## src/rtl/tilegen_pkg.sv

```systemverilog
// Shared constants and helpers for the tile layer mixer.
package tilegen_pkg;
  localparam int DEF_COL_W = 8;
  localparam int DEF_DOT_W = 3;
  localparam int CLUT_W    = DEF_COL_W + DEF_DOT_W;

  localparam logic [2:0] WIN_BG = 3'd7;

  localparam logic [3:0] REG_ENABLE   = 4'h0;
  localparam logic [3:0] REG_BGCOL    = 4'h1;
  localparam logic [3:0] REG_PRI_BASE = 4'h2;

  // Bit i of a per-layer flag vector (enable, kill mask).
  function automatic logic layer_bit(input logic [7:0] vec, input int i);
    return vec[i[2:0]];
  endfunction

  // Packed ramp {..., 2, 1, 0} of w-bit fields, used as the reset priority set.
  function automatic logic [63:0] ramp_pri(input int n, input int w);
    logic [63:0] r;
    r = '0;
    for (int i = 0; i < n; i++) r = r | (64'(i) << (i * w));
    return r;
  endfunction
endpackage

```

## src/rtl/tile_pixel_serialiser.sv

```systemverilog
// One tile layer: captures a 4-pixel group and presents one pixel per pix_en cycle.
module tile_pixel_serialiser #(
  parameter int               DOT_W           = 3,
  parameter int               COL_W           = 8,
  parameter int               PRI_W           = 3,
  parameter logic [DOT_W-1:0] TRANSPARENT_DOT = '1
) (
  input  logic                  clk,
  input  logic                  rst,
  input  logic                  pix_en,
  input  logic                  load,
  input  logic                  flip,
  input  logic [3:0][DOT_W-1:0] gfx,
  input  logic [COL_W-1:0]      col,
  input  logic [PRI_W-1:0]      pri,
  output logic [DOT_W-1:0]      dot,
  output logic [COL_W-1:0]      cur_col,
  output logic [PRI_W-1:0]      cur_pri
);
  logic [3:0][DOT_W-1:0] pix_q;
  logic [COL_W-1:0]      col_q;
  logic [PRI_W-1:0]      pri_q;
  logic                  flip_q;
  logic [1:0]            idx_q;
  logic [1:0]            rem_q;  // pixels still to come after the current one
  logic [1:0]            first;

  assign first = flip ? 2'd3 : 2'd0;

  always_ff @(posedge clk) begin
    if (rst) begin
      pix_q  <= '0;
      col_q  <= '0;
      pri_q  <= '0;
      flip_q <= 1'b0;
      idx_q  <= '0;
      rem_q  <= '0;
    end else if (pix_en) begin
      if (load) begin
        pix_q  <= gfx;
        col_q  <= col;
        pri_q  <= pri;
        flip_q <= flip;
        idx_q  <= flip ? 2'd2 : 2'd1;
        rem_q  <= 2'd3;
      end else if (rem_q != 2'd0) begin
        idx_q <= flip_q ? idx_q - 2'd1 : idx_q + 2'd1;
        rem_q <= rem_q - 2'd1;
      end
    end
  end

  // A load presents its first pixel in the same cycle, overriding leftovers.
  always_comb begin
    dot     = TRANSPARENT_DOT;
    cur_col = col_q;
    cur_pri = pri_q;
    if (load) begin
      dot     = gfx[first];
      cur_col = col;
      cur_pri = pri;
    end else if (rem_q != 2'd0) begin
      dot = pix_q[idx_q];
    end
  end
endmodule

```

## src/rtl/tilegen_layer_mixer.sv

```systemverilog
// N tile layers serialised and composited by priority into a palette PROM address.
module tilegen_layer_mixer import tilegen_pkg::*; #(
  parameter int                          NUM_LAYERS         = 4,
  parameter int                          PRI_W              = 3,
  parameter int                          COL_W              = DEF_COL_W,
  parameter int                          DOT_W              = DEF_DOT_W,
  parameter logic [DOT_W-1:0]            TRANSPARENT_DOT    = '1,
  parameter logic [NUM_LAYERS-1:0]       LAYER_DISABLE_MASK = '0,
  parameter logic [NUM_LAYERS*PRI_W-1:0] DEFAULT_PRIORITY   =
    (NUM_LAYERS*PRI_W)'(ramp_pri(NUM_LAYERS, PRI_W))
) (
  input  logic                                  CLK_6M,
  input  logic                                  rst,
  input  logic                                  pix_en,
  input  logic                                  FLIP,
  input  logic [NUM_LAYERS-1:0]                 load,
  input  logic [NUM_LAYERS-1:0][3:0][DOT_W-1:0] gfx,
  input  logic [NUM_LAYERS-1:0][COL_W-1:0]      attr_col,
  input  logic [NUM_LAYERS-1:0][PRI_W-1:0]      attr_pri,
  input  logic                                  cpu_we,
  input  logic [3:0]                            cpu_addr,
  input  logic [7:0]                            cpu_data,
  output logic [COL_W+DOT_W-1:0]                clut_addr,
  output logic                                  clut_valid,
  output logic [PRI_W-1:0]                      PRO,
  output logic [2:0]                            win_layer
);
  localparam int OUT_W = COL_W + DOT_W;

  logic [7:0]                       enable;
  logic [COL_W-1:0]                 bgcol;
  logic [NUM_LAYERS-1:0]            ovr_en;
  logic [NUM_LAYERS-1:0][PRI_W-1:0] ovr_pri;

  always_ff @(posedge CLK_6M) begin
    if (rst) begin
      enable  <= 8'hFF;
      bgcol   <= '0;
      ovr_en  <= '0;
      ovr_pri <= DEFAULT_PRIORITY;
    end else if (cpu_we) begin
      if (cpu_addr == REG_ENABLE) enable <= cpu_data;
      if (cpu_addr == REG_BGCOL)  bgcol  <= COL_W'(cpu_data);
      for (int i = 0; i < NUM_LAYERS; i++) begin
        if (cpu_addr == REG_PRI_BASE + 4'(i)) begin
          ovr_en[i]  <= cpu_data[7];
          ovr_pri[i] <= cpu_data[PRI_W-1:0];
        end
      end
    end
  end

  logic [NUM_LAYERS-1:0][DOT_W-1:0] cur_dot;
  logic [NUM_LAYERS-1:0][COL_W-1:0] cur_col;
  logic [NUM_LAYERS-1:0][PRI_W-1:0] cur_pri;

  for (genvar i = 0; i < NUM_LAYERS; i++) begin : g_layer
    tile_pixel_serialiser #(
      .DOT_W(DOT_W), .COL_W(COL_W), .PRI_W(PRI_W), .TRANSPARENT_DOT(TRANSPARENT_DOT)
    ) u_ser (
      .clk    (CLK_6M),
      .rst    (rst),
      .pix_en (pix_en),
      .load   (load[i]),
      .flip   (FLIP),
      .gfx    (gfx[i]),
      .col    (attr_col[i]),
      .pri    (attr_pri[i]),
      .dot    (cur_dot[i]),
      .cur_col(cur_col[i]),
      .cur_pri(cur_pri[i])
    );
  end

  // Stage 1: per-layer pixel with effective priority and opacity resolved.
  logic [NUM_LAYERS-1:0]            s1_opq;
  logic [NUM_LAYERS-1:0][DOT_W-1:0] s1_dot;
  logic [NUM_LAYERS-1:0][COL_W-1:0] s1_col;
  logic [NUM_LAYERS-1:0][PRI_W-1:0] s1_pri;
  logic [2:1]                       vld_pipe;

  always_ff @(posedge CLK_6M) begin
    if (rst) begin
      s1_opq <= '0;
      s1_dot <= '0;
      s1_col <= '0;
      s1_pri <= '0;
    end else if (pix_en) begin
      for (int i = 0; i < NUM_LAYERS; i++) begin
        s1_dot[i] <= cur_dot[i];
        s1_col[i] <= cur_col[i];
        s1_pri[i] <= ovr_en[i] ? ovr_pri[i] : cur_pri[i];
        s1_opq[i] <= (cur_dot[i] != TRANSPARENT_DOT) && layer_bit(enable, i) &&
                     !layer_bit(8'(LAYER_DISABLE_MASK), i);
      end
    end
  end

  // Ascending scan with >= so equal priorities resolve to the higher index.
  logic             win_found;
  logic [2:0]       win_idx;
  logic [PRI_W-1:0] win_pri;
  logic [OUT_W-1:0] win_addr;

  always_comb begin
    win_found = 1'b0;
    win_idx   = WIN_BG;
    win_pri   = '0;
    win_addr  = {bgcol, TRANSPARENT_DOT};
    for (int i = 0; i < NUM_LAYERS; i++) begin
      if (s1_opq[i] && (!win_found || s1_pri[i] >= win_pri)) begin
        win_found = 1'b1;
        win_idx   = 3'(i);
        win_pri   = s1_pri[i];
        win_addr  = {s1_col[i], s1_dot[i]};
      end
    end
  end

  always_ff @(posedge CLK_6M) begin
    if (rst) begin
      clut_addr <= '0;
      PRO       <= '0;
      win_layer <= WIN_BG;
      vld_pipe  <= '0;
    end else begin
      if (pix_en) begin
        clut_addr   <= win_addr;
        PRO         <= win_pri;
        win_layer   <= win_idx;
        vld_pipe[1] <= 1'b1;
      end
      vld_pipe[2] <= pix_en & vld_pipe[1];
    end
  end

  assign clut_valid = vld_pipe[2];
endmodule

```

## config.mk

```make
export PLATFORM = sky130hd
export DESIGN_NAME = tilegen_layer_mixer
export DESIGN_NICKNAME = d
export VERILOG_FILES = /design/src/rtl/tilegen_pkg.sv /design/src/rtl/tile_pixel_serialiser.sv /design/src/rtl/tilegen_layer_mixer.sv
export SDC_FILE = /design/constraint.sdc
export NUM_CORES = 1
export LEC_CHECK = 0
export ABC_CLOCK_PERIOD_IN_PS = 6800
export CAP_MARGIN = 20
export CORE_MARGIN = 4
export CORE_UTILIZATION = 52
export DETAILED_ROUTE_END_ITERATION = 7
export GPL_TIMING_DRIVEN = 0
export PLACE_DENSITY = 0.8
export SLEW_MARGIN = 20
export SYNTH_ARGS = -nofsm -noshare
export SYNTH_HDL_FRONTEND = slang
export SYNTH_SLANG_ARGS = --single-unit
```

## constraint.sdc

```tcl
create_clock -name CLK_6M -period 6.8 [get_ports CLK_6M]
set_input_delay 1.7 -clock CLK_6M [delete_from_list [all_inputs] [get_ports CLK_6M]]
set_output_delay 1.7 -clock CLK_6M [all_outputs]
set_load 0.005 [all_outputs]
```

==> reports/metrics.yaml <==
layout:
  seqCellArea_mm2: 0.003744
  drive_above_1_share_pct: 7.323
  utilization_pct: 66.58
  layout.cells.most_common_list: "nand2_1 (236), dfxtp_1 (187), clkdlybuf4s50_1 (128)"
  diodes: 0
  final_common_cell: "nand2_1"
  stdcell_count: 1404
  final_area_mm2: 0.01069
  final_nets: 1303
  syn_to_final_growth_pct: 24.40
  multiInputGateArea_mm2: 0.004374
  fillerInstances: 1304
route:
  route.met2.wl_mm: 11.38
  drtIter0Drc: 629
  vias: 7966
  wl_mm: 24.91
  drc_errors: 0
  wl_per_cell_um: 17.74
  highest_layer: "met4"
  ant_nets: 0
  dr.pass1.iters: 5
  vias_per_cell: 5.674
  routed-wl-met3_mm: 1.816
  wl_met1_mm: 10.77
run:
  maxCapViolCount: 0
place:
  dp_hpwl_mm: 18.82
  place_congestion: 0.9132
  place_worst_setup_slack_ns: 0.9738
  placed_area_mm2: 0.01015
  portBuffers: 128
  dp_cells: 1374
yosys:
  avgSynthCellArea_um2: 8.344
  synth.distinct_cells: 60
  synth.net_count: 1156
  ys.flop_type: "dfxtp_1"
  ys_ff_latch: 187
  yosysWarnings: 0
  synth-edff-count: 0
  seq_area_frac_synth_pct: 43.56
  syn_inst: 1030
  netlist_area_mm2: 0.008594
  async_reset_ff_share_pct: 0
worst_setup_path:
  cp-start-kind: "flip-flop"
  arrival_ns: 6.20
  crit_fanout: 10
  crit_path_max_incr_delay_ns: 0.48
  crit_chain: "buf_6, buf_2, buf_2, nand2_1, ha_1, nand2_1, o211ai_2, buf_2, a21oi_1, a21o_1, ha_1, nand2b_1, a2111o_1, nand2_1, mux2_2, ha_1, or3b_1, a211oi_2, nand2b_1, buf_4, buf_6, o311a_1, o32ai_1"
  cp-startpoint: "s1_opq[0]"
  r2r-start: "s1_opq[0]"
  worstSetupEndpointType: "flip-flop"
  cp.required_ns: 7.10
  crit_type: "flip-flop to flip-flop"
  crit_slowest_cell: "a2111o_1"
power:
  total_power_mw: 2.555
  pwr-share-clk_pct: 36.6
  power.density_mw_per_mm2: 238.9
  pwr-share-comb_pct: 16.7
  sw_frac_of_total_pct: 26.16
  peakVddDrop_uv: 196.9
  seqPwrFrac_pct: 46.7
  leakage_nw: 4.031
  intPower_mw: 1.886
  switchingPower_mw: 0.6682
min_path:
  min_from: "g_layer[1].u_ser.pix_q[6]"
  min_path_type: "flip-flop to flip-flop"
floorplanning:
  dieArea_mm2: 0.01865
  die_x_um: 136.6
  core-area_mm2: 0.01606
  start_util_pct: 53.52
  ios: 131
  row_count: 46
  die_h_um: 136.6
sta:
  slew_headroom_pct: 45.79
  finalCritPeriodShare_pct: 86.70
  finClkSkew_ns: 0.005467
  timing.fmax_ghz: 0.1696
  rsz0062_at_grt: "no"
  fin_setup_tns_ns: 0
  worst_pin_slew_ns: 0.8114
  setup_viol: 0
  maxSlewViolCount: 0
  period_minus_slack_ns: 5.896
  hold_viol: 0
  hold_ws_ns: 0.4525
  fin_ws_ns: 0.9044
grt:
  grt_pass1_wl_mm: 38.31
  grt_usage_pct: 26.61
  grt_max_degree: 17
  antenna_found_initial: 0
  overflow: 0
  grt_pass1_vias: 7508
cts:
  postCtsSetupRepairBufs: 0
  cts_buffers: 17
  cts_tree: "built"
  cts_num_sinks: 187
  clk-insertion-delay-late_ns: 0.43
  cts_buffer_depth: 2
  cts.reportedPaths.clkPinSlew_ns: 0.06
  cts_resized: 0
  cts_htree_levels: 4
  cts_root_buf: "clkbuf_16"
  postCtsHoldBufs: 0
status:
  status: "completed"
-- layer usage --
metal | vias to the layer above | track usage, %
li1 | 3863 | -
met1 | 3723 | 35.46
met2 | 323 | 42.31
met3 | 57 | 4.375
met4 | 0 | 12.54
met5 | - | 0
-- critical path: cells and delay by family (launching register included) --
family                   cells  cell delay, ns
AO/OA/AOI/OAI                7            1.89
buffers and inverters        6            1.17
AND/OR/NAND/NOR              6            1.15
adder cells (fa/ha/maj)      3            0.85
multiplexers                 1            0.37
flip-flops                   1            0.32
-- worst paths after layout --
check / end / slack [ns] / depth (start not counted)
setup / recovery: clut_addr[4] / 0.90 / 23
hold / removal: g_layer[1].u_ser.pix_q[6] / 0.45 / 2
setup reg to reg: clut_addr[4] / 0.90 / 23
hold reg to reg: g_layer[1].u_ser.pix_q[6] / 0.45 / 2
-- cells by family after synthesis --
| kind of cell | Yosys count | share of synthesized area (%) |
|---|---|---|
| buffers and inverters | 117 | 5.547 |
| xor gates and xnor gates | 5 | 0.5095 |
| DFF | 187 | 43.56 |
| AOI/OAI and AO/OA | 248 | 18.58 |
| and+or+nand+nor | 384 | 19.01 |
| adders and majority gates | 13 | 1.893 |
| muxes | 76 | 10.90 |
-- layout make-up --
type / instances / share of cell area, %
tap: 216 / 2.528
clock buffer: 23 / 4.470
inverter: 40 / 1.404
timing repair buffer: 128 / 11.98
multi-input combinational: 726 / 40.91
clock inverter: 7 / 0.6319
sequential: 187 / 35.01
buffer: 77 / 3.054
-- power groups by stage --
stage               Sequential (mW)  Combinational (mW)  Clock, mW
floorplan                      1.21               0.249          0
global placement               1.21               0.410          0
detailed placement             1.22               0.418          0
CTS                            1.19               0.422      0.939
global route                   1.20               0.462      0.984
finish                         1.19               0.426      0.935
-- registers in the layout, summed over array words and instances (netlist names), 8 cells and up --
| signal | cells |
|---|---|
| s1_pri | 12 |
| clut_addr | 11 |
| bgcol | 8 |
| g_layer.u_ser.pix_q | 48 |
| s1_dot | 12 |
| g_layer.u_ser.col_q | 32 |
| ovr_pri | 12 |
| g_layer.u_ser.idx_q | 8 |
| g_layer.u_ser.pri_q | 12 |
| g_layer.u_ser.rem_q | 8 |
-- synthesized netlist by cell type (all sizes together), types with 10 or more instances --
cell    instances  area share (%)
inv            40             1.7
a21oi         118             6.9
mux4           12             3.1
clkbuf         61             2.7
o22ai          12            0.87
nand2         236              10
mux2i          43             5.0
dfxtp         187              44
nand3          15            0.87
nor2           76             3.3
ha             13             1.9
nor2b          14             1.0
o21ai          36             2.1
nor3b          10            0.87
buf            16             1.1
nand2b         10            0.73
mux2           21             2.8
No activity file was read; power rests on OpenSTA's default activity.
